$ cat src/rtl/mmio_pkg.sv
// Shared encodings and request payload for the MMIO initiator.
package mmio_pkg;

    localparam int unsigned ADDR_W = 32;
    localparam int unsigned DATA_W = 32;

    typedef enum logic [1:0] {
        SZ_BYTE = 2'd0,
        SZ_HALF = 2'd1,
        SZ_WORD = 2'd2,
        SZ_RSVD = 2'd3
    } size_e;

    typedef enum logic [1:0] {
        ERR_OK       = 2'd0,
        ERR_MISALIGN = 2'd1,
        ERR_TIMEOUT  = 2'd2,
        ERR_UNSUP    = 2'd3
    } err_e;

    typedef enum logic [1:0] {
        ST_IDLE = 2'd0,
        ST_BUSY = 2'd1,
        ST_RESP = 2'd2
    } state_e;

    // Request attributes kept for the lifetime of a transaction
    typedef struct packed {
        logic       write;
        size_e      size;
        logic       is_signed;
        logic [1:0] addr_lo;
    } req_ctl_t;

    // Pre-bus legality check; misalignment takes priority over unsupported
    function automatic err_e check_req(input logic write, input size_e size,
                                       input logic [1:0] addr_lo);
        if ((size == SZ_HALF && addr_lo[0]) || (size == SZ_WORD && addr_lo != 2'b00))
            return ERR_MISALIGN;
        else if (size == SZ_RSVD || (write && size != SZ_WORD))
            return ERR_UNSUP;
        else
            return ERR_OK;
    endfunction

endpackage

$ cat src/rtl/mmio_master_if.sv
// Request/response handshake and device-bus signals of the MMIO initiator.
interface mmio_master_if;
    import mmio_pkg::*;

    logic              req_valid;
    logic              req_ready;
    logic              req_write;
    logic [1:0]        req_size;
    logic              req_signed;
    logic [ADDR_W-1:0] req_addr;
    logic [DATA_W-1:0] req_wdata;

    logic              resp_valid;
    logic [DATA_W-1:0] resp_rdata;
    logic [1:0]        resp_err;

    logic              mmio_read;
    logic              mmio_write;
    logic [ADDR_W-1:0] mmio_addr;
    logic [DATA_W-1:0] mmio_write_data;
    logic              mmio_done;
    logic [DATA_W-1:0] mmio_read_data;

    modport master (
        input  req_valid, req_write, req_size, req_signed, req_addr, req_wdata,
        input  mmio_done, mmio_read_data,
        output req_ready, resp_valid, resp_rdata, resp_err,
        output mmio_read, mmio_write, mmio_addr, mmio_write_data
    );

    modport slave (
        output req_valid, req_write, req_size, req_signed, req_addr, req_wdata,
        output mmio_done, mmio_read_data,
        input  req_ready, resp_valid, resp_rdata, resp_err,
        input  mmio_read, mmio_write, mmio_addr, mmio_write_data
    );

endinterface

$ cat src/rtl/mmio_load_align.sv
// Load lane selection and zero/sign extension of a device read word.
module mmio_load_align
    import mmio_pkg::*;
(
    input  logic [1:0]        addr_lo,
    input  size_e             size,
    input  logic              is_signed,
    input  logic [DATA_W-1:0] word,
    output logic [DATA_W-1:0] data_c
);

    logic [7:0]  byte_v;
    logic [15:0] half_v;

    // Pick the addressed lane, then extend it to a full word
    always_comb begin
        byte_v = 8'(word >> {addr_lo, 3'b000});
        half_v = 16'(word >> {addr_lo[1], 4'b0000});
        data_c = word;
        case (size)
            SZ_BYTE: data_c = {{24{is_signed & byte_v[7]}}, byte_v};
            SZ_HALF: data_c = {{16{is_signed & half_v[15]}}, half_v};
            default: data_c = word;
        endcase
    end

endmodule

$ cat src/rtl/mmio_master.sv
// Single-outstanding MMIO initiator: checks, strobes, waits for done or timeout.
module mmio_master
    import mmio_pkg::*;
#(
    parameter int unsigned TIMEOUT_CYCLES = 255
) (
    input  logic          sys_clk,
    input  logic          rst_n,
    mmio_master_if.master bus
);

    localparam int unsigned      CNT_W    = $clog2(TIMEOUT_CYCLES);
    localparam logic [CNT_W-1:0] CNT_LAST = CNT_W'(TIMEOUT_CYCLES - 1);

    state_e            state_q, state_d;
    logic [CNT_W-1:0]  cnt_q, cnt_d;
    req_ctl_t          ctl_q, ctl_d;

    logic              req_ready_q, req_ready_d;
    logic              resp_valid_q, resp_valid_d;
    logic [DATA_W-1:0] resp_rdata_q, resp_rdata_d;
    err_e              resp_err_q, resp_err_d;
    logic              rd_q, rd_d;
    logic              wr_q, wr_d;
    logic [ADDR_W-1:0] addr_q, addr_d;
    logic [DATA_W-1:0] wdata_q, wdata_d;

    err_e              chk_err_c;
    logic [DATA_W-1:0] load_data_c;

    mmio_load_align u_align (
        .addr_lo   (ctl_q.addr_lo),
        .size      (ctl_q.size),
        .is_signed (ctl_q.is_signed),
        .word      (bus.mmio_read_data),
        .data_c    (load_data_c)
    );

    // State, counter, request latches and registered outputs
    always_ff @(posedge sys_clk or negedge rst_n) begin
        if (!rst_n) begin
            state_q      <= ST_IDLE;
            cnt_q        <= '0;
            ctl_q        <= '0;
            req_ready_q  <= 1'b1;
            resp_valid_q <= 1'b0;
            resp_rdata_q <= '0;
            resp_err_q   <= ERR_OK;
            rd_q         <= 1'b0;
            wr_q         <= 1'b0;
            addr_q       <= '0;
            wdata_q      <= '0;
        end else begin
            state_q      <= state_d;
            cnt_q        <= cnt_d;
            ctl_q        <= ctl_d;
            req_ready_q  <= req_ready_d;
            resp_valid_q <= resp_valid_d;
            resp_rdata_q <= resp_rdata_d;
            resp_err_q   <= resp_err_d;
            rd_q         <= rd_d;
            wr_q         <= wr_d;
            addr_q       <= addr_d;
            wdata_q      <= wdata_d;
        end
    end

    // Next-state and next-output logic
    always_comb begin
        state_d      = state_q;
        cnt_d        = cnt_q;
        ctl_d        = ctl_q;
        req_ready_d  = req_ready_q;
        resp_valid_d = 1'b0;
        resp_rdata_d = resp_rdata_q;
        resp_err_d   = resp_err_q;
        rd_d         = rd_q;
        wr_d         = wr_q;
        addr_d       = addr_q;
        wdata_d      = wdata_q;
        chk_err_c    = check_req(bus.req_write, size_e'(bus.req_size), bus.req_addr[1:0]);

        case (state_q)
            ST_IDLE: begin
                req_ready_d = 1'b1;
                if (bus.req_valid) begin
                    ctl_d.write     = bus.req_write;
                    ctl_d.size      = size_e'(bus.req_size);
                    ctl_d.is_signed = bus.req_signed;
                    ctl_d.addr_lo   = bus.req_addr[1:0];
                    addr_d          = {bus.req_addr[ADDR_W-1:2], 2'b00};
                    wdata_d         = bus.req_write ? bus.req_wdata : '0;
                    cnt_d           = '0;
                    req_ready_d     = 1'b0;
                    if (chk_err_c != ERR_OK) begin
                        state_d      = ST_RESP;
                        resp_valid_d = 1'b1;
                        resp_err_d   = chk_err_c;
                        resp_rdata_d = '0;
                    end else begin
                        state_d = ST_BUSY;
                        rd_d    = !bus.req_write;
                        wr_d    = bus.req_write;
                    end
                end
            end
            ST_BUSY: begin
                if (bus.mmio_done) begin
                    state_d      = ST_RESP;
                    cnt_d        = '0;
                    rd_d         = 1'b0;
                    wr_d         = 1'b0;
                    resp_valid_d = 1'b1;
                    resp_err_d   = ERR_OK;
                    resp_rdata_d = ctl_q.write ? '0 : load_data_c;
                end else if (cnt_q == CNT_LAST) begin
                    state_d      = ST_RESP;
                    cnt_d        = '0;
                    rd_d         = 1'b0;
                    wr_d         = 1'b0;
                    resp_valid_d = 1'b1;
                    resp_err_d   = ERR_TIMEOUT;
                    resp_rdata_d = '0;
                end else begin
                    cnt_d = cnt_q + CNT_W'(1);
                end
            end
            ST_RESP: begin
                state_d     = ST_IDLE;
                req_ready_d = 1'b1;
            end
            default: begin
                state_d     = ST_IDLE;
                req_ready_d = 1'b1;
                rd_d        = 1'b0;
                wr_d        = 1'b0;
            end
        endcase
    end

    assign bus.req_ready       = req_ready_q;
    assign bus.resp_valid      = resp_valid_q;
    assign bus.resp_rdata      = resp_rdata_q;
    assign bus.resp_err        = resp_err_q;
    assign bus.mmio_read       = rd_q;
    assign bus.mmio_write      = wr_q;
    assign bus.mmio_addr       = addr_q;
    assign bus.mmio_write_data = wdata_q;

endmodule

$ cat src/flat_wrapper.sv
// flat-port wrapper written by rule: the top's interface ports become plain ports
module mmio_master_flat import mmio_pkg::*;
#(
    parameter int unsigned TIMEOUT_CYCLES = 255
)
  (sys_clk, rst_n, bus_req_valid, bus_req_write, bus_req_size, bus_req_signed, bus_req_addr, bus_req_wdata, bus_mmio_done, bus_mmio_read_data, bus_req_ready, bus_resp_valid, bus_resp_rdata, bus_resp_err, bus_mmio_read, bus_mmio_write, bus_mmio_addr, bus_mmio_write_data);
  mmio_master_if bus_i ();
  input  logic sys_clk;
  input  logic rst_n;
  input wire logic [$bits(bus_i.req_valid)-1:0] bus_req_valid;
  input wire logic [$bits(bus_i.req_write)-1:0] bus_req_write;
  input wire logic [$bits(bus_i.req_size)-1:0] bus_req_size;
  input wire logic [$bits(bus_i.req_signed)-1:0] bus_req_signed;
  input wire logic [$bits(bus_i.req_addr)-1:0] bus_req_addr;
  input wire logic [$bits(bus_i.req_wdata)-1:0] bus_req_wdata;
  input wire logic [$bits(bus_i.mmio_done)-1:0] bus_mmio_done;
  input wire logic [$bits(bus_i.mmio_read_data)-1:0] bus_mmio_read_data;
  output wire logic [$bits(bus_i.req_ready)-1:0] bus_req_ready;
  output wire logic [$bits(bus_i.resp_valid)-1:0] bus_resp_valid;
  output wire logic [$bits(bus_i.resp_rdata)-1:0] bus_resp_rdata;
  output wire logic [$bits(bus_i.resp_err)-1:0] bus_resp_err;
  output wire logic [$bits(bus_i.mmio_read)-1:0] bus_mmio_read;
  output wire logic [$bits(bus_i.mmio_write)-1:0] bus_mmio_write;
  output wire logic [$bits(bus_i.mmio_addr)-1:0] bus_mmio_addr;
  output wire logic [$bits(bus_i.mmio_write_data)-1:0] bus_mmio_write_data;
  assign bus_i.req_valid = bus_req_valid;
  assign bus_i.req_write = bus_req_write;
  assign bus_i.req_size = bus_req_size;
  assign bus_i.req_signed = bus_req_signed;
  assign bus_i.req_addr = bus_req_addr;
  assign bus_i.req_wdata = bus_req_wdata;
  assign bus_i.mmio_done = bus_mmio_done;
  assign bus_i.mmio_read_data = bus_mmio_read_data;
  assign bus_req_ready = bus_i.req_ready;
  assign bus_resp_valid = bus_i.resp_valid;
  assign bus_resp_rdata = bus_i.resp_rdata;
  assign bus_resp_err = bus_i.resp_err;
  assign bus_mmio_read = bus_i.mmio_read;
  assign bus_mmio_write = bus_i.mmio_write;
  assign bus_mmio_addr = bus_i.mmio_addr;
  assign bus_mmio_write_data = bus_i.mmio_write_data;
  mmio_master #(.TIMEOUT_CYCLES(TIMEOUT_CYCLES)) u_core (.sys_clk(sys_clk), .rst_n(rst_n), .bus(bus_i));
endmodule
$ cat config.mk
export PLATFORM = sky130hd
export DESIGN_NAME = mmio_master_flat
export DESIGN_NICKNAME = d
export VERILOG_FILES = /design/src/rtl/mmio_pkg.sv /design/src/rtl/mmio_master_if.sv /design/src/rtl/mmio_load_align.sv /design/src/rtl/mmio_master.sv /design/src/flat_wrapper.sv
export SDC_FILE = /design/constraint.sdc
export NUM_CORES = 1
export LEC_CHECK = 0
export BUFFER_PORTS_ARGS = -buffer_cell sky130_fd_sc_hd__buf_4
export CELL_PAD_IN_SITES_DETAIL_PLACEMENT = 0
export CELL_PAD_IN_SITES_GLOBAL_PLACEMENT = 2
export CORE_ASPECT_RATIO = 0.7
export CORE_UTILIZATION = 30
export CTS_BUF_LIST = sky130_fd_sc_hd__clkbuf_16
export CTS_CLUSTER_DIAMETER = 50
export DETAILED_ROUTE_END_ITERATION = 6
export GPL_TIMING_DRIVEN = 1
export PLACE_DENSITY_LB_ADDON = 0.1
export SLEW_MARGIN = 0
export SYNTH_ARGS = -nofsm -noshare
export SYNTH_HDL_FRONTEND = slang
export SYNTH_SLANG_ARGS = --single-unit
$ cat constraint.sdc
create_clock -name sys_clk -period 4.1 [get_ports sys_clk]
set_input_delay 0.41 -clock sys_clk [delete_from_list [all_inputs] [get_ports sys_clk]]
set_output_delay 0.41 -clock sys_clk [all_outputs]
set_load 0.02 [all_outputs]
==> impl_summary.txt, run 1 <==
----------------------------------------------------
[Min path]
  Hold Path Class ... in -> async

[Setup path]
  Type of origin of the critical path ... register
  Biggest fanout along the worst timing path ... 68
  R2r endpoint ... u_core.bus.resp_rdata[16]$_DFFE_PN0P_
  Worst reg2reg path startpoint ... u_core.state_q[0]$_DFFE_PN0P_
  Crit path from ... u_core.state_q[0]$_DFFE_PN0P_
  Cell depth of the worst flop-to-flop path ... 6
  Arrival time reported for the critical path endpoint ... 2940 ps
  Worst-case register-to-register setup slack ... 1440 ps
  Worst Setup Path Type ... reg -> reg
  WP data required ... between 4000 and 5000 ps
  Element type at the critical path end ... register
  Worst Setup EP ... u_core.bus.resp_rdata[16]$_DFFE_PN0P_

[Timing]
  Number of pins exceeding their max-slew limit in the final report ... 0
  Shortest clock period the worst path allows after layout ... 2660 ps
  Number of hold-slack violations in the final timing report ... 0
  Setup repair after global routing missed its margin ... false
  Maximum achievable frequency ... 376 MHz
  Final worst hold slack ... 84.8 ps
  Post-route fraction of the period consumed by the critical path ... 0.648
  Max transition margin ... 0.220
  Fin Clk Skew ... 7.83 ps
  Tightest Pin Transition ... roughly 1200 ps
  Setup-violating endpoint count in the final report ... 0
  Fin worst setup slack ... around 1400 ps
  Setup TNS ... 0 ps

[Detailed routing]
  Detail Route Antenna Nets ... 0
  Length of the first detailed-routing pass in iterations ... 5
  Routed WL per cell ... 15.5 um
  DRC viols ... 0
  Via Count ... 4537
  Routed wire length ... 15.1 mm
  Vias per inst ... 4.66
  Count of routing violations after the opening detailed-route iteration ... 250

[Power and ir drop]
  Ratio of total power to cell area ... 546 nW/um^2
  Relative contribution of combinational cells to total power ... 0.251
  Cell internal pwr ... 0.00279 W
  Seq pwr share ... 0.369
  Proportion of total power due to net switching ... 0.314
  Design Power ... 0.00407 W
  Switch Pwr ... 0.00128 W
  Highest ir drop seen on vdd ... roughly 0.26 mV
  Clk pwr share ... 0.380
  Static leakage ... 3.89 nW

[CTS]
  Clock root buffer master ... sky130_fd_sc_hd__clkbuf_16
  CTS clk-pin slew, worst paths ... ~50 ps
  TritonCTS buffer count ... 17
  Number of setup buffers added after CTS ... 0
  CTS H-Tree Depth ... 4
  Bufs on Longest Clock Path ... 2
  Clock Sinks ... 116
  Clock tree from TritonCTS ... yes
  Worst skew pair latency ... 400 ps
  Number of buffers inserted by hold repair at cts ... 0
  Post-CTS resize count ... 0

[Die]
  Core region area ... around 17000 um^2
  Die area ... between 15000 and 20000 um^2
  Site Rows ... 39
  Die H ... about 110 um
  I/O pin cnt ... just over 200
  Die width ... around 160 um
  Starting density of the core ... 0.311

[Logic synthesis]
  Post-synth EDFFs ... 0
  Number of instances in the synthesized netlist ... 547
  Synth Warn # ... 0
  Total of flip-flops plus latches after synthesis ... 116
  Mean post-synth cell area ... ~9.4 um^2
  Netlist cell types ... between 40 and 50
  Proportion of synthesized chip area in sequential cells ... 0.564
  Netlist area before placement ... a little over 5000 um^2
  Commonest register cell after synthesis ... sky130_fd_sc_hd__dfrtp_1
  Share of synthesized flip-flops with an asynchronous set or reset ... 1.00

[Global route]
  Number of antenna violations at the first check in global routing ... 0
  Pin count of the biggest net entering global routing ... 69
  Aggregate global routing overflow ... 0
  Vias in the first global route ... 4519
  Total track usage ... 0.176
  Wire length of the first global-routing pass ... 24.0 mm

[Cells and area]
  Number of antenna diodes ... 0
  Number of filler instances in the final layout ... between 1500 and 2000
  Final cell area excluding filler cells ... between 7000 and 8000 um^2
  Fraction of final layout cells with drive strength greater than 1 ... 0.328
  Final nets ... 842
  Area overhead of the layout relative to synthesis ... 44.6%

[Place]
  Pre-CTS worst setup slack ... between 1000 and 1500 ps
  Instance area at placement ... 6830 um^2
  Number of buffer cells added on primary ports ... between 200 and 250
  Half-perimeter wire length after placement ... 10.6 mm
  Placer congestion estimate ... 0.760

[Flow run]
  Max capacitance violation total ... 0

[Outcome]
  Outcome ... complete, no violations

----------------------------------------------------
-- cells in the final DEF, fill, tap and decap left out, drive strengths merged, types with 2 or more instances in the layout --
master   count
a211oi       8
a21oi        9
a221o       16
buf        209
bufinv       4
clkbuf      17
clkinv       8
conb         2
dfrtp      115
ha           2
inv         23
mux2i       17
nand2      181
nand2b       2
nand3       36
nand4        2
nor2        10
nor2b       10
nor3        15
nor3b        2
o211ai       8
o21a         2
o21ai       18
o21ba        2
o22ai        2
o2bb2ai      8
or3b         2
xnor2        2
xor2         4
-- metrics by stage --
stage	std cells	utilization
finish	974	0.450
global route	974	0.450
CTS	974	0.450
detailed placement	942	0.413
global placement	942	0.413
floorplan	548	-
-- worst min-delay path by stage --
stage,slack [ps],to,cells past startpoint
2_1_floorplan,110,u_core.bus.mmio_addr[10]$_DFFE_PN0P_,0
3_5_place_dp,460,u_core.bus.mmio_write_data[30]$_DFFE_PN0P_,2
4_1_cts,120,u_core.bus.mmio_addr[9]$_DFFE_PN0P_,1
6_report,80,u_core.bus.mmio_addr[9]$_DFFE_PN0P_,1
3_3_place_gp,450,u_core.bus.mmio_write_data[0]$_DFFE_PN0P_,2
5_1_grt,150,u_core.cnt_q[3]$_DFFE_PN0P_,1
-- metal layers --
metal / vias up / wire length (um) / global-route usage
li1: 2209 / - / -
met1: 2154 / 6910 / 0.243
met2: 167 / 6590 / 0.251
met3: 7 / 1520 / 0.0794
met4: 0 / 88 / 0.0385
met5: - / 0 / 0
-- sequential cells by signal, summed over array words and instances, names as in the netlist, 2 cells and up --
| signal | flops |
|---|---|
| u_core.bus.mmio_write_data | 32 |
| u_core.bus.resp_rdata | 32 |
| u_core.state_q | 2 |
| u_core.ctl_q | 6 |
| u_core.cnt_q | 8 |
| u_core.bus.mmio_addr | 30 |
| u_core.bus.resp_err | 2 |
-- logic make-up (layout without fill, tap and decap cells) --
kind of cell | Yosys count | in the layout | synth area share
other cells | 1 | 2 | 0.000729
fa+ha+maj | 2 | 2 | 0.00486
flops | 116 | 116 | 0.564
buf+inv | 61 | 262 | 0.0523
xor+xnor | 6 | 6 | 0.0102
simple gates | 267 | 267 | 0.225
mux | 17 | 17 | 0.0331
compound gates | 77 | 77 | 0.110
-- cells in the mapped netlist, types with 3 or more instances --
| library cell | n | area share |
|---|---|---|
| sky130_fd_sc_hd__buf_2 | 5 | 0.0049 |
| sky130_fd_sc_hd__nor2_1 | 10 | 0.0073 |
| sky130_fd_sc_hd__o21ai_0 | 18 | 0.018 |
| sky130_fd_sc_hd__o211ai_1 | 8 | 0.012 |
| sky130_fd_sc_hd__buf_4 | 3 | 0.0044 |
| sky130_fd_sc_hd__mux2i_1 | 17 | 0.033 |
| sky130_fd_sc_hd__nand2_1 | 181 | 0.13 |
| sky130_fd_sc_hd__a211oi_1 | 8 | 0.012 |
| sky130_fd_sc_hd__xor2_1 | 4 | 0.0068 |
| sky130_fd_sc_hd__nor2b_1 | 10 | 0.012 |
| sky130_fd_sc_hd__inv_1 | 20 | 0.015 |
| sky130_fd_sc_hd__nor3_1 | 14 | 0.014 |
| sky130_fd_sc_hd__a21oi_1 | 9 | 0.0087 |
| sky130_fd_sc_hd__nand3_1 | 36 | 0.035 |
| sky130_fd_sc_hd__clkbuf_1 | 27 | 0.020 |
| sky130_fd_sc_hd__dfrtp_1 | 115 | 0.56 |
| sky130_fd_sc_hd__a221o_1 | 16 | 0.031 |
| sky130_fd_sc_hd__buf_6 | 3 | 0.0066 |
| sky130_fd_sc_hd__o2bb2ai_1 | 8 | 0.014 |
-- cell type report --
class                      count  area [um^2]  area share
clock buffer                  17          425      0.0572
timing repair buffer         209         1580       0.212
inverter                      21         78.8      0.0106
multi-input combinational    371         1980       0.266
sequential                   116         2900       0.390
tap                          225          282      0.0378
clock inverter                15          189      0.0254
-- power by group through the flow --
stage	logic (W)	clock network [W]	registers, W
final	0.00102	0.00154	0.00150
after global routing	0.00112	0.00164	0.00153
after CTS	0.00104	0.00159	0.00150
after detailed placement	0.00104	0	0.00152
after global placement	0.00103	0	0.00151
after floorplan	0.000397	0	0.00166
-- worst max-delay path, cell delays in order (launching register included) --
cell and delay [ps]:
sky130_fd_sc_hd__dfrtp_1 490, sky130_fd_sc_hd__or3b_2 480, sky130_fd_sc_hd__buf_4 350, sky130_fd_sc_hd__nor3_2 220
sky130_fd_sc_hd__o21ba_1 350, sky130_fd_sc_hd__buf_4 280, sky130_fd_sc_hd__a221o_1 360
Note: power is estimated with default switching activity, not from simulation.
==> run 2: changes to the inputs <==
--- a/config.mk
+++ b/config.mk
@@ -9,7 +9,7 @@
 export CELL_PAD_IN_SITES_DETAIL_PLACEMENT = 0
 export CELL_PAD_IN_SITES_GLOBAL_PLACEMENT = 2
 export CORE_ASPECT_RATIO = 0.7
-export CORE_UTILIZATION = 30
+export CORE_UTILIZATION = 28
 export CTS_BUF_LIST = sky130_fd_sc_hd__clkbuf_16
 export CTS_CLUSTER_DIAMETER = 50
 export DETAILED_ROUTE_END_ITERATION = 6
==> constraint.sdc (replaced) <==
create_clock -name sys_clk -period 2.68 [get_ports sys_clk]
set_input_delay 0.268 -clock sys_clk [delete_from_list [all_inputs] [get_ports sys_clk]]
set_output_delay 0.268 -clock sys_clk [all_outputs]
set_load 0.02 [all_outputs]
==> run 2 against run 1 <==
  * Hold slack lost 40 ps
  * Wire length rose by 5.0%
  * Utilization down 3.1 points
  * Critical path depth fell by 3
  * Die area increased by 7.0%
  * Clock skew down 1.6 ps
  * Fmax is 17% higher
  * Sequential power up 51%
  * Final cell count rose by 1.7%
  * Register-to-register slack lost 1000 ps
  * Design area grew 1.4%
  * Global-route usage is 0.28 points lower
  * Largest cell class unchanged
  * Largest power group unchanged
==> impl_summary.txt, run 2 (synthesized netlist as in run 1, its figures left out) <==
----------------------------------------------------
[Global route]
  Total track usage ... 0.173 (-0.00284)
  Number of antenna violations at the first check in global routing ... 0 (unchanged)
  Wire length of the first global-routing pass ... 24.3 mm (+1.3%)
  Pin count of the biggest net entering global routing ... 68 (-1.4%)
  Vias in the first global route ... 4400 (-2.6%)
  Aggregate global routing overflow ... 0 (unchanged)

[Min path]
  Min-Delay Path Depth ... 3
  Hold Path Class ... in -> reg
  Hold Startpoint ... bus_req_addr[26]
  End point of the worst hold path ... u_core.bus.mmio_addr[26]$_DFFE_PN0P_

[Detailed routing]
  DRC viols ... 0 (unchanged)
  Detail Route Antenna Nets ... 0 (unchanged)
  Vias per inst ... 4.56 (-2.1%)
  Via Count ... 4519 (-0.40%)
  Count of routing violations after the opening detailed-route iteration ... 290 (+16%)
  Routed WL per cell ... 16.0 um (+3.2%)
  Routed wire length ... 15.9 mm (+5.0%)
  Length of the first detailed-routing pass in iterations ... 4 (-1)

[Die]
  I/O pin cnt ... 206 (unchanged)
  Starting density of the core ... 0.286 (-0.0253)
  Die area ... 18900 um^2 (+7.0%)
  Site Rows ... 41 (+5.1%)
  Die H ... 115 um (+3.4%)
  Die width ... 164 um (+3.5%)
  Core region area ... 18000 um^2 (+8.8%)

[Place]
  Half-perimeter wire length after placement ... 11.4 mm (+7.5%)
  Instance area at placement ... 6890 um^2 (+0.93%)
  Placed instance count ... 958 (+1.7%)
  Placer congestion estimate ... 0.766 (+0.83%)
  Number of buffer cells added on primary ports ... 203 (unchanged)

[Outcome]
  Outcome ... complete, no violations

[Power and ir drop]
  Seq pwr share ... 0.353 (-0.016)
  Static leakage ... 3.95 nW (+1.4%)
  Proportion of total power due to net switching ... 0.303 (-0.0111)
  Cell internal pwr ... 0.00445 W (+60%)
  Relative contribution of combinational cells to total power ... 0.255 (+0.004)
  Highest ir drop seen on vdd ... 0.329 mV (+27%)
  Clk pwr share ... 0.392 (+0.012)
  Switch Pwr ... 0.00194 W (+52%)
  Ratio of total power to cell area ... 847 nW/um^2 (+55%)

[Setup path]
  Biggest fanout along the worst timing path ... 16 (-76%)
  WP data required ... 3020 ps (-1360 ps)
  R2r endpoint ... u_core.bus.resp_rdata[27]$_DFFE_PN0P_
  Arrival time reported for the critical path endpoint ... 2620 ps (-320 ps)
  Worst reg2reg path startpoint ... u_core.state_q[1]$_DFFE_PN0P_
  Largest stage delay on the critical path ... 990 ps (+500 ps)
  Type of origin of the critical path ... register
  Worst Setup Path Type ... reg -> reg
  Element type at the critical path end ... register
  Cell depth of the worst flop-to-flop path ... 3 (-3)
  Crit path cell chain ... nand4bb_1 > nor2_1 > a221o_1
  Worst-case register-to-register setup slack ... 400 ps (-1040 ps)
  Worst-path cell with the longest stage delay ... sky130_fd_sc_hd__nor2_1

[CTS]
  Clock tree from TritonCTS ... yes
  Clock Sinks ... 116 (unchanged)
  Clock root buffer master ... sky130_fd_sc_hd__clkbuf_16
  Bufs on Longest Clock Path ... 2 (unchanged)
  CTS clk-pin slew, worst paths ... 50 ps (about the same)
  CTS H-Tree Depth ... 4 (unchanged)
  TritonCTS buffer count ... 17 (unchanged)
  Worst skew pair latency ... 410 ps (about the same)

[Timing]
  Maximum achievable frequency ... 439 MHz (+17%)
  Post-route fraction of the period consumed by the critical path ... 0.849 (+0.201)
  Max transition margin ... 0.250 (+0.0298)
  Shortest clock period the worst path allows after layout ... 2280 ps (-382 ps)
  Number of hold-slack violations in the final timing report ... 0 (unchanged)
  Number of pins exceeding their max-slew limit in the final report ... 0 (unchanged)
  Setup repair after global routing missed its margin ... false
  Setup TNS ... 0 ps (unchanged)
  Fin Clk Skew ... 6.21 ps (-1.62 ps)
  Setup-violating endpoint count in the final report ... 0 (unchanged)
  Tightest Pin Transition ... 1120 ps (-44.5 ps)

[Cells and area]
  Final cell area excluding filler cells ... 7550 um^2 (+1.4%)
  Area overhead of the layout relative to synthesis ... 46.6%
  Final nets ... 848 (+0.71%)
  Count of placed standard cells in the final layout, fillers left out ... 991 (+1.7%)
  Fraction of final layout cells with drive strength greater than 1 ... 0.328 (about the same)
  Commonest cells after routing, fill and taps aside ... sky130_fd_sc_hd__buf_4 (212), sky130_fd_sc_hd__nand2_1 (181), sky130_fd_sc_hd__dfrtp_1 (115)
  Commonest non-fill, non-tap cell in the layout ... sky130_fd_sc_hd__buf_4
  Number of antenna diodes ... 0 (unchanged)

[Flow run]
  Max capacitance violation total ... 0 (unchanged)

----------------------------------------------------
## run 2: cell types whose count changed in the layout (fill, tap and decap cells not counted), sizes merged
| cell | before | now |
|---|---|---|
| buf | 209 | 214 |
| clkinv | 8 | 5 |
| bufinv | 4 | 6 |
| dlygate4sd3 | 0 | 1 |
| inv | 23 | 24 |
## run 2: final cells by class
type	count	area, um^2
clock buffer	17	425
clock inverter	15	220
fill	1794	10500
inverter	21	78.8
multi-input combinational	371	1980
sequential	116	2900
tap	236	295
timing repair buffer	215	1640
## run 2: critical path: cells and delay by family (launching register included)
| kind | cells | cell delay [ps] |
|---|---|---|
| and+or+nand+nor | 2 | 1470 |
| DFF | 1 | 450 |
| AOI/OAI and AO/OA | 1 | 280 |
## run 2: routing by layer
metal  up-vias  GRT usage  part of all wire  routed length, um
met3         9     0.0752             0.092               1460
li1       2222          -                 -                  -
met1      2142      0.240              0.47               7450
met2       146      0.244              0.43               6820
met5         -          0                 0                  0
met4         0     0.0500            0.0081                129
## run 2: what timing repair did
| item | CTS | global route |
|---|---|---|
| buffers inserted | 0 | 0 |
| gates resized for setup | 0 | 0 |
| endpoints found under the hold margin | 27 | 0 |
| hold buffers | 1 | 0 |
## run 2: worst max-delay path by stage
stage / from / to / slack (ps) / cells past startpoint
global route: u_core.state_q[1]$_DFFE_PN0P_ / u_core.bus.resp_rdata[17]$_DFFE_PN0P_ / 220 / 3
CTS: u_core.state_q[1]$_DFFE_PN0P_ / u_core.bus.resp_rdata[27]$_DFFE_PN0P_ / 360 / 3
detailed placement: u_core.state_q[1]$_DFFE_PN0P_ / u_core.bus.resp_rdata[27]$_DFFE_PN0P_ / 360 / 3
global placement: bus_req_size[0] / u_core.bus.resp_err[1]$_DFFE_PN0P_ / 480 / 7
finish: u_core.state_q[1]$_DFFE_PN0P_ / u_core.bus.resp_rdata[27]$_DFFE_PN0P_ / 400 / 3
floorplan: u_core.state_q[1]$_DFFE_PN0P_ / u_core.bus.resp_rdata[21]$_DFFE_PN0P_ / 750 / 8
## run 2: per-stage QoR
stage / hold slack [ps] / setup WS, ps / power [W] / utilization
floorplan: -27.6 / 752 / 0.00315 / -
global placement: 223 / 475 / 0.00392 / 0.383
detailed placement: 225 / 364 / 0.00394 / 0.383
CTS: 18.3 / 356 / 0.00650 / 0.419
global route: 26.8 / 219 / 0.00675 / 0.419
finish: 44.8 / 404 / 0.00639 / 0.419
## run 2: power by group through the flow
stage | Combinational [W] | Sequential, W | Clock (W)
CTS | 0.00166 | 0.00226 | 0.00257
global placement | 0.00165 | 0.00227 | 0
floorplan | 0.000608 | 0.00254 | 0
global route | 0.00178 | 0.00230 | 0.00266
finish | 0.00163 | 0.00226 | 0.00250
detailed placement | 0.00166 | 0.00228 | 0
